File: src/rtl/iomem_pkg.sv
// Shared definitions for the iomem bus master: FSM state encoding, the
// read strobe value, default timeout constants and the board peripheral
// base bytes used by the address decoder.
package iomem_pkg;

  typedef enum logic [1:0] {
    ST_IDLE = 2'd0,
    ST_BUS  = 2'd1,
    ST_RESP = 2'd2
  } state_e;

  // A command with all byte enables clear is a read.
  localparam logic [3:0] IOMEM_WSTRB_READ = 4'b0000;

  localparam int unsigned DEF_TIMEOUT_CYCLES = 255;
  localparam logic [31:0] DEF_TIMEOUT_RDATA  = 32'hDEAD_BEEF;

  // Top address byte of each peripheral window on the board decoder.
  localparam logic [7:0] BASE_GPIO = 8'h03;
  localparam logic [7:0] BASE_LEDS = 8'h04;
  localparam logic [7:0] BASE_MMIO = 8'h06;

endpackage

File: src/rtl/iomem_watchdog.sv
// Bus-cycle watchdog for the iomem master. Counts the cycles a transaction
// has spent on the bus and flags the cycle in which the LIMIT-th bus cycle
// is running, so the master can abandon it at the end of that cycle.
module iomem_watchdog #(
  parameter int unsigned LIMIT = 255
) (
  input  logic clk,
  input  logic reset,
  input  logic clr,
  input  logic en,
  output logic expired
);

  // cnt_q holds the number of bus cycles already completed, so the
  // LIMIT-th cycle is the one in which cnt_q equals LIMIT-1.
  localparam logic [15:0] LAST = 16'(LIMIT - 1);

  logic [15:0] cnt_q, cnt_d;

  // Clear wins over enable so every transaction starts from zero.
  always_comb begin
    cnt_d = cnt_q;
    if (clr) begin
      cnt_d = '0;
    end else if (en && (cnt_q != 16'hFFFF)) begin
      cnt_d = cnt_q + 16'd1;
    end
  end

  // Counter register.
  always_ff @(posedge clk) begin
    if (reset) begin
      cnt_q <= '0;
    end else begin
      cnt_q <= cnt_d;
    end
  end

  assign expired = en && (cnt_q == LAST);

endmodule

File: src/rtl/iomem_bus_master.sv
// Single-outstanding initiator for the PicoSoC iomem bus. A command taken on
// the cmd port is driven onto the bus until the responder answers, and the
// sampled read data is then offered on the rsp port until consumed.
// Optional feature macro: IOMEM_MASTER_TIMEOUT_EN -- when defined, a bus
// access left unanswered for TIMEOUT_CYCLES cycles is aborted with
// rsp_err=1 and rsp_rdata=TIMEOUT_RDATA; otherwise the bus waits forever.
module iomem_bus_master
  import iomem_pkg::*;
#(
  parameter int unsigned TIMEOUT_CYCLES = DEF_TIMEOUT_CYCLES,
  parameter logic [31:0] TIMEOUT_RDATA  = DEF_TIMEOUT_RDATA
) (
  input  logic        clk,
  input  logic        reset,
  input  logic        cmd_valid,
  output logic        cmd_ready,
  input  logic [31:0] cmd_addr,
  input  logic [31:0] cmd_wdata,
  input  logic [3:0]  cmd_wstrb,
  output logic        rsp_valid,
  input  logic        rsp_ready,
  output logic [31:0] rsp_rdata,
  output logic        rsp_err,
  output logic        iomem_valid,
  input  logic        iomem_ready,
  output logic [3:0]  iomem_wstrb,
  output logic [31:0] iomem_addr,
  output logic [31:0] iomem_wdata,
  input  logic [31:0] iomem_rdata
);

  state_e      state_q, state_d;
  logic        cmd_ready_q, cmd_ready_d;
  logic [31:0] addr_q, addr_d;
  logic [31:0] wdata_q, wdata_d;
  logic [3:0]  wstrb_q, wstrb_d;
  logic [31:0] rdata_q, rdata_d;
  logic        err_q, err_d;
  logic        accept;
  logic        bus_timeout;

  // cmd_ready_q is only ever high in IDLE, so it alone qualifies acceptance.
  assign accept = cmd_valid && cmd_ready_q;

`ifdef IOMEM_MASTER_TIMEOUT_EN
  iomem_watchdog #(
    .LIMIT (TIMEOUT_CYCLES)
  ) u_watchdog (
    .clk     (clk),
    .reset   (reset),
    .clr     (accept),
    .en      (state_q == ST_BUS),
    .expired (bus_timeout)
  );
`else
  assign bus_timeout = 1'b0;
  // The cycle limit only matters when the watchdog is built in.
  logic unused_cfg;
  assign unused_cfg = ^16'(TIMEOUT_CYCLES);
`endif

  // Transaction sequencing: latch the command, wait for the responder (or
  // the watchdog), then hold the response until the consumer takes it.
  always_comb begin
    state_d = state_q;
    addr_d  = addr_q;
    wdata_d = wdata_q;
    wstrb_d = wstrb_q;
    rdata_d = rdata_q;
    err_d   = err_q;
    case (state_q)
      ST_IDLE: begin
        if (accept) begin
          addr_d  = cmd_addr;
          wdata_d = cmd_wdata;
          wstrb_d = cmd_wstrb;
          state_d = ST_BUS;
        end
      end
      ST_BUS: begin
        // A responder answer in the expiry cycle still counts as success.
        if (iomem_ready) begin
          rdata_d = iomem_rdata;
          err_d   = 1'b0;
          state_d = ST_RESP;
        end else if (bus_timeout) begin
          rdata_d = TIMEOUT_RDATA;
          err_d   = 1'b1;
          state_d = ST_RESP;
        end
      end
      ST_RESP: begin
        if (rsp_ready) begin
          state_d = ST_IDLE;
        end
      end
      default: state_d = ST_IDLE;
    endcase
    // Registered ready: high exactly when the next state is IDLE.
    cmd_ready_d = (state_d == ST_IDLE);
  end

  // State and datapath registers; reset abandons any transaction in flight.
  always_ff @(posedge clk) begin
    if (reset) begin
      state_q     <= ST_IDLE;
      cmd_ready_q <= 1'b0;
      addr_q      <= '0;
      wdata_q     <= '0;
      wstrb_q     <= '0;
      rdata_q     <= '0;
      err_q       <= 1'b0;
    end else begin
      state_q     <= state_d;
      cmd_ready_q <= cmd_ready_d;
      addr_q      <= addr_d;
      wdata_q     <= wdata_d;
      wstrb_q     <= wstrb_d;
      rdata_q     <= rdata_d;
      err_q       <= err_d;
    end
  end

  // All outputs come straight from registers.
  assign cmd_ready   = cmd_ready_q;
  assign iomem_valid = (state_q == ST_BUS);
  assign iomem_addr  = addr_q;
  assign iomem_wdata = wdata_q;
  assign iomem_wstrb = wstrb_q;
  assign rsp_valid   = (state_q == ST_RESP);
  assign rsp_rdata   = rdata_q;
  assign rsp_err     = err_q;

endmodule
File: config.mk
export PLATFORM = sky130hd
export DESIGN_NAME = iomem_bus_master
export DESIGN_NICKNAME = d
export VERILOG_FILES = /design/src/rtl/iomem_pkg.sv /design/src/rtl/iomem_watchdog.sv /design/src/rtl/iomem_bus_master.sv
export SDC_FILE = /design/constraint.sdc
export NUM_CORES = 1
export LEC_CHECK = 0
export BUFFER_PORTS_ARGS = -buffer_cell sky130_fd_sc_hd__clkbuf_2
export CORE_MARGIN = 5
export CORE_UTILIZATION = 42
export DETAILED_ROUTE_END_ITERATION = 12
export PLACE_DENSITY_LB_ADDON = 0.25
export SLEW_MARGIN = 15
export SYNTH_ARGS = -nofsm -noshare
export SYNTH_HDL_FRONTEND = slang
export SYNTH_SLANG_ARGS = --single-unit
File: constraint.sdc
create_clock -name clk -period 1.38 [get_ports clk]
set_input_delay 0.276 -clock clk [delete_from_list [all_inputs] [get_ports clk]]
set_output_delay 0.276 -clock clk [all_outputs]
set_load 0.01 [all_outputs]
==> flow_metrics.tcl, run 1 <==
set metrics [dict create \
    min_path_type "input port to flop" \
    crit_family "simple AND/OR/NAND/NOR gates" \
    grt_pass1_vias 3612 \
    synth_top_area_share_pct 44.6 \
    num_vias 3582 \
    synth-adder-area-share_pct 0 \
    fin_worst_skew_ps 14.0 \
    post-route-min-period_ps 1310 \
    synth.largest_area_cell "dfxtp_1" \
    ir_worst_vdd_uv 575 \
    antennaDiodeCount 0 \
    power.internal_mw 4.69 \
    synth_compound_area_share_pct 0.325 \
    switching_share_pct 24.2 \
    final_core_util_pct 56.1 \
    synth_most_common_cell "nand2b_1" \
    ios 209 \
    hp-start "cmd_wdata[26]" \
    grt_overflow 0 \
    insertion_delay_ps 350 \
    outcome "complete, no violations" \
    detailed_place_hpwl_microns 8240 \
    maxCapViolations 0 \
    synthMuxAreaShare_pct 21.7 \
    fp.dieW_microns 115 \
    cp_data_arrival_time_ps 1590 \
    wirelength_microns 10700 \
    worstSetupPathType "flop to flop" \
    yosysSeqAreaShare_pct 44.6 \
    post-cts-setup-buffers 0 \
    grtUsageTotal_pct 15.8 \
    final.setup.tns_ps 0 \
    async_flop_share_pct 0 \
    first_pass_iters 4 \
    cts_num_sinks 103 \
    hold_buffers 0 \
    cellLeakagePower_nw 2.66 \
    cp_cell_sequence "and4bb_4 > buf_12 > mux2i_1" \
    multi_input_area_sq_um 2360 \
    setup_viol 0 \
    synth_top_family_by_area "simple AND/OR/NAND/NOR gates" \
    synth_ff_type "dfxtp_1" \
    fill_cells 1000 \
    start_kind "flop" \
    critPathLaunch "state_q[1]$_SDFF_PP0_" \
    cp.required_ps 1660 \
    cpPeakStageDelay_ps 420 \
    rsz0062_at_grt "yes" \
    total_power_mw 6.19 \
    p_comb_share_pct 15.2 \
    timing.final.crit_share_pct 95.2 \
    die_area_sq_um 13200 \
    grt_pass1_wl_microns 16800 \
    p_clk_share_pct 33.2 \
    yosys.area_share.simple_pct 28.8 \
    synth-edff-count 0 \
    h-tree-depth 3 \
    wl_per_cell_microns 13.6 \
    synthTopCellsByCount "nand2b_1, dfxtp_1, mux2i_1" \
    synth_seq_cells 103 \
    syn-cell-area_sq_um 4620 \
    cts_buffers 9 \
    antenna_found_initial 0 \
    drive_above_1_share_pct 37.4 \
    yosys_warnings 0 \
    drtIter0Drc 121 \
    synthXorXnorAreaFrac_pct 0 \
    grt_max_degree 73 \
    cp_slowest_cell "and4bb_4" \
    synth_cell_types 17 \
    clk_pin_slew_worst_paths_ps 100 \
    ant_nets 0 \
    nets 749 \
    viasPerCell 4.54 \
    powerDensity_nw_per_um2 1020 \
    cts_buffer_depth 2 \
    gp_congestion 0.774 \
    die_y_microns 115 \
    avgSynthCellArea_sq_um 10.3 \
    post-route-drc-count 0 \
    end_kind "flop" \
    cts_root_buf "clkbuf_8" \
    core_area_sq_um 10800 \
    crit_buf_inv 1 \
    synth_fp_nets 554 \
    area_growth_pct 30.9 \
    syn_inst 449 \
    r2r_start "state_q[1]$_SDFF_PP0_" \
    cp_max_fo 22 \
    num_rows 38 \
    seq_area_sq_um 2070 \
    start_util_pct 42.8 \
    hold_viol 0 \
    synth_area_leaders "dfxtp_1, nand2b_1, mux2i_1" \
    io_buffer_count 207 \
    cts_tree "built" \
    max_freq_ghz 0.761 \
    seqPwrFrac_pct 51.6 \
    p_switching_mw 1.50 \
    drv_slew 0 \
]
## flip-flops by register name (all words and copies together), names as in the netlist
name,cells
cmd_ready,1
iomem_addr,32
iomem_wdata,32
rsp_rdata,32
state_q,2
iomem_wstrb,4
## cell families after synthesis
kind of cell    after synthesis
simple gates                208
flops                       103
mux                         100
buf+inv                      35
compound gates                2
other cells                   1
## layer usage
metal | GRT usage (%) | part of all wire [%] | vias to the layer above
met4 | 5.71 | 1.4 | 0
met1 | 17.8 | 40 | 1621
li1 | - | - | 1817
met3 | 6.26 | 11 | 14
met5 | 0 | 0 | -
met2 | 27.1 | 48 | 130
## area by class of cell
type / count / share of cell area, %
multi-input combinational: 311 / 39.1
sequential: 103 / 34.2
timing repair buffer: 219 / 20.2
tap: 140 / 2.89
clock buffer: 10 / 2.27
clock inverter: 6 / 1.39
## final timing paths
path | endpoint | slack, ps | depth (start not counted)
hold reg to reg | iomem_addr[31]$_SDFFE_PP0P_ | 470 | 2
setup reg to reg | iomem_wdata[20]$_SDFFE_PP0P_ | 70 | 3
setup / recovery | iomem_wdata[20]$_SDFFE_PP0P_ | 70 | 3
hold / removal | iomem_wdata[26]$_SDFFE_PP0P_ | 150 | 3
## power groups by stage
stage,Combinational (mW),Sequential [mW],Clock [mW]
global route,1.03,3.21,2.27
CTS,0.956,3.20,2.14
global placement,0.928,3.26,0
finish,0.938,3.19,2.05
detailed placement,0.951,3.26,0
floorplan,0.495,3.32,0
## cell usage in the layout (no fill, tap or decap), drive strengths merged
cell type / count
o21ba: 1
a21oi: 1
and4bb: 1
bufinv: 2
mux2i: 100
nor3b: 1
clkbuf: 215
buf: 14
nor2b: 2
nor4b: 1
and3b: 1
conb: 1
or3b: 1
nand3b: 1
clkinv: 4
nand2b: 200
dfxtp: 103
## per-stage QoR
step	instances	area (sq um)	setup slack [ps]	hold WS (ps)
floorplan	449	4620	179	431
detailed placement	773	5810	55.1	463
CTS	789	6040	9.69	118
finish	789	6050	66.5	146
global route	789	6050	-4.02	123
global placement	773	5810	114	457
## worst register-to-register path, cell delays in order (launching register included)
cell and delay [ps]:
dfxtp_4 370, and4bb_4 420, buf_12 220, mux2i_1 230
## timing repair
item	CTS	global route
gates resized for setup	3	5
endpoints found under the setup margin	2	2
endpoints found under the hold margin	0	0
Power figures use the tool's default switching activity.
==> run 2: changes to the inputs <==
CORE_UTILIZATION = 47   (was 42)
SKIP_CTS_REPAIR_TIMING = 1   (was not set)
==> run 2 against run 1 <==
Flip-flop and latch count did not move. Largest cell class unchanged. Highest routed layer unchanged. First-iteration DRC count increased by 32%. Clock skew fell by 2.9 ps.
==> flow_metrics.tcl, run 2 (synthesized netlist as in run 1, its figures left out) <==
set metrics [dict create \
    grt_pass1_vias 3424 \
    grt_max_degree 109 \
    cp_data_arrival_time_ps 1040 \
    die_y_microns 109 \
    final_core_util_pct 61.7 \
    start_kind "flop" \
    cp_max_fo 7 \
    cp.required_ps 1100 \
    h-tree-depth 3 \
    r2r_cells 3 \
    post-route-drc-count 0 \
    area_growth_pct 29.2 \
    reg2reg_to "iomem_wdata[13]$_SDFFE_PP0P_" \
    cpPeakStageDelay_ps 400 \
    setup_viol 0 \
    drtIter0Drc 160 \
    io_buffer_count 207 \
    antennaDiodeCount 0 \
    ir_worst_vdd_uv 457 \
    end_kind "primary output" \
    grt_pass1_wl_microns 15800 \
    worstSetupPathType "flop to primary output" \
    post-route-min-period_ps 1310 \
    max_freq_ghz 0.762 \
    cts_buffers 9 \
    gp_congestion 0.799 \
    detailed_place_hpwl_microns 7630 \
    wl_per_cell_microns 13.3 \
    critPathLaunch "state_q[1]$_SDFF_PP0_" \
    fin_worst_skew_ps 11.1 \
    setup.worst_path.end "rsp_valid" \
    clk_pin_slew_worst_paths_ps 100 \
    cts_tree "built" \
    viasPerCell 4.54 \
    cts_num_sinks 103 \
    outcome "complete, no violations" \
    grt_overflow 0 \
    cts_buffer_depth 2 \
    crit_buf_inv 1 \
    hold_viol 0 \
    insertion_delay_ps 350 \
    maxCapViolations 0 \
    num_rows 36 \
    min_path_type "input port to flop" \
    core_area_sq_um 9680 \
    wirelength_microns 10300 \
    r2r_start "state_q[1]$_SDFF_PP0_" \
    ant_nets 0 \
    cellLeakagePower_nw 2.61 \
    drive_above_1_share_pct 37.0 \
    ios 209 \
    first_pass_iters 4 \
    rrSetupSlack_ps 80 \
    antenna_found_initial 0 \
    timing.final.crit_share_pct 95.1 \
    crit_cells 2 \
    rsz0062_at_grt "no" \
    cp_slowest_cell "dfxtp_2" \
    cp_cell_sequence "nor2b_1 > clkbuf_2" \
    die_area_sq_um 11900 \
    num_vias 3530 \
    layout_setup_ws_ps 67.9 \
    crit_family "flip-flops" \
    powerDensity_nw_per_um2 1020 \
    dp_slack_ps 68.6 \
    drv_slew 0 \
    fp.dieW_microns 109 \
    grtUsageTotal_pct 16.6 \
    whs_ps 153 \
    nets 744 \
    layout_common_cells "clkbuf_2, nand2b_1, dfxtp_1, mux2i_1, clkbuf_8" \
    final_common_cell "clkbuf_2" \
    cts_root_buf "clkbuf_8" \
    start_util_pct 47.7 \
]
-- run 2: changes by cell type in the layout (fill, tap and decap cells not counted), sizes merged --
cell | previous run | this run
buf | 14 | 8
clkbuf | 215 | 218
clkinvlp | 0 | 3
clkinv | 4 | 0
bufinv | 2 | 1
-- run 2: layout make-up --
class	instances	area, sq um
well taps	133	166
repair buffers	214	1160
clock inverters	4	52.6
multi-input cells	311	2360
flip-flops and latches	103	2070
clock buffers	12	165
fillers	812	3710
-- run 2: per-stage QoR --
stage               area [sq um]  total power [mW]  TNS, ps  instances
finish                      5970              6.09        0        777
global route                5970              6.40        0        777
CTS                         5960              6.19    -90.1        777
detailed placement          5740              4.18        0        761
global placement            5740              4.16        0        761
floorplan                   4620              3.81        0        449
-- run 2: routing by layer --
metal	part of all wire [%]	global-route usage (%)	vias to the layer above
li1	-	-	1814
met3	10	5.57	10
met4	1.3	7.12	0
met2	47	27.2	123
met1	42	19.9	1583
met5	0	0	-
-- run 2: how the worst min path moves through the flow --
stage | from | cells after the start | end | slack, ps
2_1_floorplan | cmd_addr[24] | 2 | iomem_addr[24]$_SDFFE_PP0P_ | 430
3_3_place_gp | rsp_rdata[20]$_SDFFE_PP0P_ | 2 | rsp_rdata[20]$_SDFFE_PP0P_ | 460
3_5_place_dp | iomem_wdata[11]$_SDFFE_PP0P_ | 2 | iomem_wdata[11]$_SDFFE_PP0P_ | 460
4_1_cts | cmd_wdata[24] | 3 | iomem_wdata[24]$_SDFFE_PP0P_ | 130
5_1_grt | cmd_addr[7] | 3 | iomem_addr[7]$_SDFFE_PP0P_ | 130
6_report | cmd_addr[1] | 3 | iomem_addr[1]$_SDFFE_PP0P_ | 150
-- run 2: worst min-delay path, delay by kind of cell --
family | cells | cell delay (ps)
buf+inv | 1 | 80
simple gates | 1 | 50
mux | 1 | 60
-- run 2: power breakdown --
group | internal (mW) | leakage [nW] | total [mW] | switching [mW]
Clock | 0.988 | 0.101 | 1.99 | 1.00
Combinational | 0.492 | 1.67 | 0.915 | 0.423
Sequential | 3.11 | 0.839 | 3.19 | 0.0786
==> run 3: changes to the inputs <==
ABC_AREA = 1   (was not set)
==> run 3 against run 2 <==
Worst setup slack worse by 9.9 ps. Total power up 5.5%. Flip-flop and latch count unchanged. Critical path type unchanged.
==> flow_metrics.tcl, run 3 <==
set metrics [dict create \
    outcome "complete, no violations" \
    grt_overflow 0 \
    cp_max_fo 4 \
    min_path_type "input port to flop" \
    cp_cell_sequence "inv_2 > nand2_1 > inv_1 > buf_2" \
    drive_above_1_share_pct 28.0 \
    synth_ff_type "dfxtp_1" \
    antenna_found_initial 0 \
    cp_data_arrival_time_ps 1050 \
    hold_viol 0 \
    core_area_sq_um 9590 \
    start_util_pct 47.5 \
    placed_area_sq_um 5560 \
    synth_area_leaders "dfxtp_1, nand2_1, nor2_1" \
    min_path_cells 2 \
    die_y_microns 108 \
    final.setup.tns_ps 0 \
    hp-start "reset" \
    synth_fp_nets 778 \
    wirelength_microns 11600 \
    gp_congestion 0.763 \
    fin_worst_skew_ps 5.43 \
    layout_common_cells "clkbuf_2, nand2_1, nor2_1, inv_1, dfxtp_1" \
    cts_num_sinks 103 \
    fp.dieW_microns 108 \
    ios 209 \
    synth_seq_cells 103 \
    synth-edff-count 0 \
    max_freq_ghz 0.756 \
    post-route-drc-count 0 \
    insertion_delay_ps 350 \
    reg2reg_to "iomem_wdata[26]$_SDFFE_PP0P_" \
    start_kind "flop" \
    wl_per_cell_microns 11.7 \
    cp.required_ps 1100 \
    cpPeakStageDelay_ps 370 \
    area_growth_pct 26.3 \
    die_area_sq_um 11800 \
    cellLeakagePower_nw 3.32 \
    synth.largest_area_cell "dfxtp_1" \
    fill_cells 912 \
    clk_pin_slew_worst_paths_ps 90 \
    cts_buffers 9 \
    dp_slack_ps 135 \
    post-route-min-period_ps 1320 \
    synth_top_area_share_pct 45.2 \
    num_vias 4471 \
    drv_slew 0 \
    grt_pass1_vias 4079 \
    async_flop_share_pct 0 \
    grt_max_degree 67 \
    instances_no_fill 990 \
    fin_area_sq_um 5760 \
    syn_inst 673 \
    maxCapViolations 0 \
    avgSynthCellArea_sq_um 6.77 \
    r2r_start "state_q[0]$_SDFF_PP0_" \
    first_pass_iters 4 \
    timing.final.crit_share_pct 95.8 \
    setup_viol 0 \
    ir_worst_vdd_uv 508 \
    cts_root_buf "clkbuf_8" \
    ant_nets 0 \
    viasPerCell 4.52 \
    yosys_warnings 0 \
    antennaDiodeCount 0 \
    detailed_place_hpwl_microns 8370 \
    grtUsageTotal_pct 19.1 \
    hold_end "state_q[1]$_SDFF_PP0_" \
    total_power_mw 6.43 \
    rsz0062_at_grt "no" \
    seq_area_sq_um 2070 \
    multi_input_area_sq_um 1750 \
    nets 957 \
    worstSetupPathType "flop to primary output" \
    cts_buffer_depth 2 \
    cp_slowest_cell "dfxtp_4" \
    synth_cell_types 14 \
    powerDensity_nw_per_um2 1120 \
    h-tree-depth 3 \
    final_common_cell "clkbuf_2" \
    num_rows 36 \
    dp_cells 974 \
    yosysSeqAreaShare_pct 45.2 \
    rrSetupSlack_ps 150 \
    synthTopCellsByCount "nand2_1, nor2_1, inv_1" \
    drtIter0Drc 240 \
    r2r_cells 5 \
    end_kind "primary output" \
    io_buffer_count 207 \
    grt_pass1_wl_microns 18300 \
    syn-cell-area_sq_um 4560 \
    layout_setup_ws_ps 58.1 \
    synth_most_common_cell "nand2_1" \
    cts_tree "built" \
]
==> run 3: cell type report <==
class,instances,area share [%]
clock inverters,4,0.782
repair buffers,217,20.6
multi-input cells,414,30.3
inverters,107,7.00
clock buffers,12,2.52
flip-flops and latches,103,35.9
well taps,133,2.89
==> run 3: how the worst max path moves through the flow <==
| stage | startpoint | depth (start not counted) | slack (ps) | to |
|---|---|---|---|---|
| 3_3_place_gp | state_q[0]$_SDFF_PP0_ | 5 | 200 | iomem_wdata[19]$_SDFFE_PP0P_ |
| 6_report | state_q[0]$_SDFF_PP0_ | 4 | 60 | rsp_valid |
| 4_1_cts | state_q[0]$_SDFF_PP0_ | 3 | -60 | iomem_valid |
| 5_1_grt | state_q[0]$_SDFF_PP0_ | 4 | 8 | rsp_valid |
| 2_1_floorplan | cmd_ready$_SDFF_PP0_ | 7 | 310 | iomem_addr[27]$_SDFFE_PP0P_ |
| 3_5_place_dp | state_q[0]$_SDFF_PP0_ | 5 | 140 | iomem_wdata[26]$_SDFFE_PP0P_ |
==> run 3: cells by family after synthesis <==
| family | synth area share (%) |
|---|---|
| flip-flops | 45.2 |
| buffers and inverters | 16.6 |
| AO/OA/AOI/OAI | 7.69 |
| other | 0.0823 |
| AND/OR/NAND/NOR | 30.4 |
==> run 3: routing by layer <==
| metal | GRT usage, % | vias to the layer above | part of all wire [%] |
|---|---|---|---|
| met2 | 30.7 | 152 | 47 |
| met1 | 23.5 | 1919 | 42 |
| met5 | 0 | - | 0 |
| li1 | - | 2377 | - |
| met4 | 8.12 | 0 | 1.9 |
| met3 | 6.27 | 23 | 9.1 |
==> run 3: report_power, final <==
group | leakage, nW | internal, mW | switching (mW) | total (mW)
sequential | 0.844 | 3.19 | 0.121 | 3.31
clock | 0.100 | 0.883 | 0.991 | 1.87
combinational | 2.38 | 0.522 | 0.726 | 1.25
total | 3.32 | 4.59 | 1.84 | 6.43
==> run 3: metrics by stage <==
step	hold slack, ps	util (%)
after detailed placement	467	58.0
after global routing	107	60.0
final	115	60.0
after global placement	461	58.0
after CTS	104	59.9
after floorplan	345	-
==> run 3: critical path: cells and delay by family (launching register included) <==
kind                   cells  cell delay [ps]
AND/OR/NAND/NOR            1               60
buffers and inverters      3              260
flip-flops                 1              370
